## config.mk

```make
export PLATFORM = sky130hd
export DESIGN_NAME = dm1_5_reg
export DESIGN_NICKNAME = d
export VERILOG_FILES = /design/src/rtl/dm1_5_reg_pkg.sv /design/src/rtl/dm1_5_reg_slot.sv /design/src/rtl/dm1_5_reg.sv
export SDC_FILE = /design/constraint.sdc
export NUM_CORES = 1
export LEC_CHECK = 0
export BUFFER_PORTS_ARGS = -buffer_cell sky130_fd_sc_hd__buf_2
export CORE_ASPECT_RATIO = 0.5
export CORE_MARGIN = 2
export CORE_UTILIZATION = 55
export CTS_BUF_LIST = sky130_fd_sc_hd__clkbuf_8
export CTS_CLUSTER_SIZE = 20
export DETAILED_ROUTE_END_ITERATION = 16
export HOLD_SLACK_MARGIN = 0.02
export PLACE_DENSITY = 0.87
export SLEW_MARGIN = 20
export SYNTH_ARGS = -nofsm -noshare
export SYNTH_HDL_FRONTEND = slang
export SYNTH_SLANG_ARGS = --single-unit
```

## constraint.sdc

```tcl
create_clock -name CLK -period 1.6 [get_ports CLK]
set_input_delay 0.08 -clock CLK [delete_from_list [all_inputs] [get_ports CLK]]
set_output_delay 0.08 -clock CLK [all_outputs]
set_load 0.05 [all_outputs]
```

## src/rtl/dm1_5_reg_pkg.sv

```systemverilog
// Shared constants for the 1-to-5 registered write distributor.
// Slot indices name the destinations of the one-hot load vector.
package dm1_5_reg_pkg;
  localparam int DATA_W   = 16;
  localparam int NUM_DEST = 5;
  localparam int SEL_W    = 3;

  localparam logic [SEL_W-1:0] SLOT0 = 3'd0;
  localparam logic [SEL_W-1:0] SLOT1 = 3'd1;
  localparam logic [SEL_W-1:0] SLOT2 = 3'd2;
  localparam logic [SEL_W-1:0] SLOT3 = 3'd3;
  localparam logic [SEL_W-1:0] SLOT4 = 3'd4;
endpackage

```

## src/rtl/dm1_5_reg_slot.sv

```systemverilog
// One holding register with its VALID/ACK handshake and sticky overwrite flag.
// A load in the same cycle as an ack treats the old data as consumed.
module dm_slot
  import dm1_5_reg_pkg::*;
(
  input  logic              clk,
  input  logic              rst_n,
  input  logic              load,
  input  logic              ack,
  input  logic [DATA_W-1:0] d,
  output logic [DATA_W-1:0] q,
  output logic              valid,
  output logic              ovf
);

  always_ff @(posedge clk) begin
    if (!rst_n) begin
      q     <= '0;
      valid <= 1'b0;
      ovf   <= 1'b0;
    end else if (load) begin
      q     <= d;
      valid <= 1'b1;
      // Unconsumed data is being replaced: newest wins, but remember the loss.
      if (valid && !ack) ovf <= 1'b1;
    end else if (ack) begin
      valid <= 1'b0;
    end
  end

endmodule

```

## src/rtl/dm1_5_reg.sv

```systemverilog
// Registered 1-to-5 write distributor: decodes S into a one-hot load vector
// gated by WE and a legal select, and flags illegal-select writes in ERR.
module dm1_5_reg
  import dm1_5_reg_pkg::*;
(
  input  logic                CLK,
  input  logic                RESET_N,
  input  logic [DATA_W-1:0]   D,
  input  logic [SEL_W-1:0]    S,
  input  logic                WE,
  input  logic [NUM_DEST-1:0] ACK,
  input  logic                ERR_CLR,
  output logic [DATA_W-1:0]   O0,
  output logic [DATA_W-1:0]   O1,
  output logic [DATA_W-1:0]   O2,
  output logic [DATA_W-1:0]   O3,
  output logic [DATA_W-1:0]   O4,
  output logic [NUM_DEST-1:0] VALID,
  output logic [NUM_DEST-1:0] OVF,
  output logic                ERR
);

  logic                legal;
  logic [NUM_DEST-1:0] load;
  logic [DATA_W-1:0]   q [NUM_DEST];

  always_comb begin
    legal = (S <= SLOT4);
    load  = '0;
    if (WE && legal) begin
      for (int k = 0; k < NUM_DEST; k++) begin
        load[k] = (S == SEL_W'(k));
      end
    end
  end

  for (genvar k = 0; k < NUM_DEST; k++) begin : g_slot
    dm_slot u_slot (
      .clk   (CLK),
      .rst_n (RESET_N),
      .load  (load[k]),
      .ack   (ACK[k]),
      .d     (D),
      .q     (q[k]),
      .valid (VALID[k]),
      .ovf   (OVF[k])
    );
  end

  assign O0 = q[SLOT0];
  assign O1 = q[SLOT1];
  assign O2 = q[SLOT2];
  assign O3 = q[SLOT3];
  assign O4 = q[SLOT4];

  // An illegal write in the same cycle as ERR_CLR keeps ERR set.
  always_ff @(posedge CLK) begin
    if (!RESET_N)             ERR <= 1'b0;
    else if (WE && !legal)    ERR <= 1'b1;
    else if (ERR_CLR)         ERR <= 1'b0;
  end

endmodule

```

# Yosys cells after proc, flatten, opt, wreduce, memory -nomap -nowiden

Cells that the tools add are included.
W data, S select, Z words.

$lt $le $gt $ge: 1
Reduce and logical (&&, ||, !) cells: 25
Multiplexer cells: 13
Equal/unequal tests: 4

Operator list:

| operator             | count |
|---|---|
| $mux W1              | 12 |
| $reduce_bool A2 Y1   | 6 |
| $reduce_and A2 Y1    | 5 |
| $logic_and A1 B1 Y1  | 7 |
| $eq A3 B2 Y1 const B | 2 |
| $logic_not A1 Y1     | 6 |
| $mux W5              | 1 |
| $eq A3 B1 Y1 const B | 1 |
| $eq A3 B3 Y1 const B | 1 |
| $le A3 B3 Y1 const B | 1 |
| $logic_not A3 Y1     | 1 |

Input port bits: 28
Bits in registers: 91
Output and inout bits: 91
Logic and storage cells: 59

# Logic depth before layout (Yosys ltp)

Depth in word-level cells: 4
Depth in mapped cells: 5
Gate-level depth less buffers: 2

# By module

From an unflattened synthesis, not the netlist that was laid out.

Cell total of the unflattened synthesis: 295
Area, all modules: 3522.1 um2

Modules (own cells, without submodules):

| module    | area an instance (um2) | instances | cells an instance | sequential area each (um2) |
|---|---|---|---|---|
| dm_slot   | 684.4                  | 5         | 57                | 360.3 |
| dm1_5_reg | 100.1                  | 1         | 10                | 20.0 |

# Worst setup path after synthesis

No wires, ideal clock.

Path kind: in2reg
Start point: input S[0]
End point: register g_slot[0].u_slot.q[10]
Arrival time: 997 ps
Buffers on the path: 2
Required time: 1478 ps
Library setup time: 122 ps
Slack: 481 ps
Stages on the path: 4
Path through: or4b_4 -> buf_6 -> buf_12 -> mux2i_1

Cells in the longest elaborated chain, start to end: 3
Elaborated cells on any way between the ends: 4
Classes of those cells: order compare: 1; mux: 1; reduce/logical: 2

RTL lines:

| what                 | RTL line             | text |
|---|---|---|
| from (decl)          | dm1_5_reg.sv:9       | `input logic [SEL_W-1:0] S,` |
| $le A3 B3 Y1         | dm1_5_reg.sv:28      | `legal = (S <= SLOT4);` |
| $logic_and A1 B1 Y1  | dm1_5_reg.sv:30      | `if (WE && legal) begin` |
| $mux W5 *            | dm1_5_reg.sv:30      |  |
| to (signal assigned) | dm1_5_reg_slot.sv:18 | `q <= '0;` |
| to (signal assigned) | dm1_5_reg_slot.sv:22 | `q <= d;` |
| to (decl)            | dm1_5_reg_slot.sv:11 | `output logic [DATA_W-1:0] q,` |

Every way passes the cells marked *; elsewhere a longest branch is shown, timed or not.
A chain may end at the register's enable or synchronous reset.

# Worst setup path after layout

Start point: register g_slot[2].u_slot.q[1]
End point: output O2[1]

RTL lines:

| what                   | RTL line             | text |
|---|---|---|
| from (decl)            | dm1_5_reg_slot.sv:11 |  |
| from (signal assigned) | dm1_5_reg_slot.sv:18 |  |
| from (signal assigned) | dm1_5_reg_slot.sv:22 |  |
| to (decl)              | dm1_5_reg.sv:15      | `output logic [DATA_W-1:0] O2,` |

No word-level cell between the ends.

==> metrics <==
Arr. time, crit path between 0.9 and 1 ns; HP Start ACK[1]; top post-synthesis cells by area dfxtp_1 54%, mux2i_1 24%, nand2_1 11%; fin crit share 67.1%; Worst-Skew Late Latency 0.35 ns; final hold viol count 0; Yosys top cell area share 54.0%; CTS max path bufs 2; Slew Limit Fails 0; Bufs and invs on worst path 1; peak supply drop 692 uV; Rows 20; total CTS buffers 9; Worst-Margin Slew 0.346 ns; post-synthesis sequential area ratio a little over half; Setup WS post-layout 0.527 ns; Final min period 1.07 ns; die area 6820 sq um; first-pass GRT wire length 11200 microns; Sink Count 91; Avg WL per Cell around 14 microns; critical path class reg2out; final setup skew 0.000174 ns; via count 2568; CP max stage cell dfxtp_1; pin count of the biggest net entering global routing 72; Initial Util 56.2%; top cells by count, synth 100 x nand2_1, 91 x dfxtp_1, 80 x mux2i_1; pwr dens roughly 1000 nW/um^2; Min-Delay Path Class in2reg; routed vias/inst about 4.9; ys async rst share 0%; Root Driver clkbuf_8; #FFs+latches synth 91; WP data required approximately 1.5 ns; Yosys top cell by area dfxtp_1; CP delay by family, top flip-flops; static leakage 2.31 nW; crit end category output port; initial antenna violation count 0; total length of routed met3 wires 368 microns; # fillers 471; DIE WIDTH 115 microns; Total Wirelength 7210 microns; reg2reg end g_slot[1].u_slot.ovf$_SDFFE_PN0P_; H-tree depth 3; core area 6010 sq um; worst hold endpoint g_slot[1].u_slot.valid$_SDFFE_PN0P_; Max-Cap Viols 0; DRT antenna net count 0; Reg2Reg Depth 2; Yosys warnings 0; share of layout cells above drive strength 1 a little under a third; CTS tree yes; DRT iter0 DRCs 127; vias in the first global route between 2k and 2.5k; TNS Setup 0 ns; worst-path maximum fanout 2; gr ovfl total 0; GRT Util Overall 22.0%; multi-input combinational cell area 1370 sq um; routability cong. around 0.8; hold path depth 3; Area Growth Syn to Fin 24.0%; Setup WS pre-CTS 0.294 ns; Post-synth EDFFs 0; Metal-1 WL 3400 microns; Final nets 467; residual DRC count 0; crit path cell chain buf_2; status complete, no violations; Register Area 1820 sq um; post-CTS resize count 0; # setup viols final 0; reg-to-reg slack, setup 0.84 ns; top achievable clock speed 0.932 GHz; DP HPWL 4910 microns; Slew HR 76.9%; worst flop-to-flop path startpoint g_slot[1].u_slot.valid$_SDFFE_PN0P_; Post-synth top flop dfxtp_1; post-layout util a little over two thirds; Antenna diodes 0; drt pass-1 iters 4; post-synthesis cell type count 21; worst stage delay on the critical path 0.36 ns; mapped cell area 3370 sq um; metal2 WL 3360 microns; Die Ht between 50 and 60 microns; RSZ-0062 raised after global routing false; syn nets between 300 and 400; I/O Pins 119; Port Buffers approximately 120; most common cell in the netlist nand2_1; Mapped Cells between 300 and 400; CP Launch Type flop; highest routed layer met4; clock transition at the registers of the reported paths 0.08 ns; syn avg cell area 10.3 sq um
## where the power goes
part,switching (W),internal [W],leakage [nW]
logic,0.000325,0.000133,1.47
registers,0.0000237,0.00231,0.736
clock network,0.000747,0.000628,0.103
## logic make-up (layout without fill, tap and decap cells)
| group | count (synthesis) | count (layout) | synth area share [%] |
|---|---|---|---|
| AO/OA/AOI/OAI | 12 | 12 | 2.34 |
| buffers and inverters | 33 | 149 | 5.90 |
| flip-flops | 91 | 91 | 54.0 |
| multiplexers | 80 | 80 | 23.7 |
| AND/OR/NAND/NOR | 112 | 112 | 14.1 |
## cell type report
| cell class | count | share of cell area, % |
|---|---|---|
| Inverter | 1 | 0.0897 |
| Sequential cell | 91 | 43.5 |
| Clock inverter | 5 | 0.508 |
| Timing Repair Buffer | 132 | 17.2 |
| Clock buffer | 11 | 3.62 |
| Tap cell | 77 | 2.30 |
| Multi-Input combinational cell | 204 | 32.7 |
## registers in the layout (all words and copies together) (netlist names)
name / flops
g_slot.u_slot.valid: 5
ERR: 1
g_slot.u_slot.q: 80
g_slot.u_slot.ovf: 5
## timing repair
action,4_1_cts,5_1_grt
hold buffers,5,0
hold endpoints to repair,9,0
setup buffers,0,0
## per-stage QoR
| step | hold slack, ns | cells | cell area (sq um) | power, W |
|---|---|---|---|---|
| 3_5_place_dp | 0.355 | 500 | 3960 | 0.00284 |
| 5_1_grt | 0.0373 | 521 | 4180 | 0.00433 |
| 4_1_cts | 0.0212 | 521 | 4180 | 0.00420 |
| 3_3_place_gp | 0.345 | 500 | 3960 | 0.00283 |
| 2_1_floorplan | 0.248 | 328 | 3370 | 0.00271 |
| 6_report | 0.0349 | 521 | 4180 | 0.00417 |
## cells in the final DEF, fill, tap and decap left out, types with 2 or more instances in the layout
cell,count
nand2_1,100
nand2b_1,5
dfxtp_1,91
dlygate4sd3_1,5
inv_1,3
a21oi_1,5
clkinv_2,2
o31ai_1,4
mux2i_1,80
clkbuf_8,11
buf_2,118
nand4bb_1,2
buf_4,8
## worst max-delay path by stage
stage	from	endpoint	slack, ns	depth (start not counted)
finish	g_slot[2].u_slot.q[1]$_SDFFE_PN0P_	O2[1]	0.53	1
global route	g_slot[3].u_slot.q[14]$_SDFFE_PN0P_	O3[14]	0.49	1
detailed placement	S[0]	g_slot[0].u_slot.ovf$_SDFFE_PN0P_	0.29	3
global placement	S[0]	g_slot[0].u_slot.ovf$_SDFFE_PN0P_	0.31	3
floorplan	S[0]	g_slot[0].u_slot.q[10]$_SDFFE_PN0P_	0.48	4
CTS	g_slot[2].u_slot.q[1]$_SDFFE_PN0P_	O2[1]	0.51	1
## layer usage
| metal | track usage, % | vias up |
|---|---|---|
| li1 | - | 1303 |
| met2 | 37.0 | 64 |
| met3 | 7.36 | 7 |
| met1 | 27.0 | 1194 |
| met5 | 0 | - |
| met4 | 7.57 | 0 |
No activity file was read; power rests on OpenSTA's default activity.
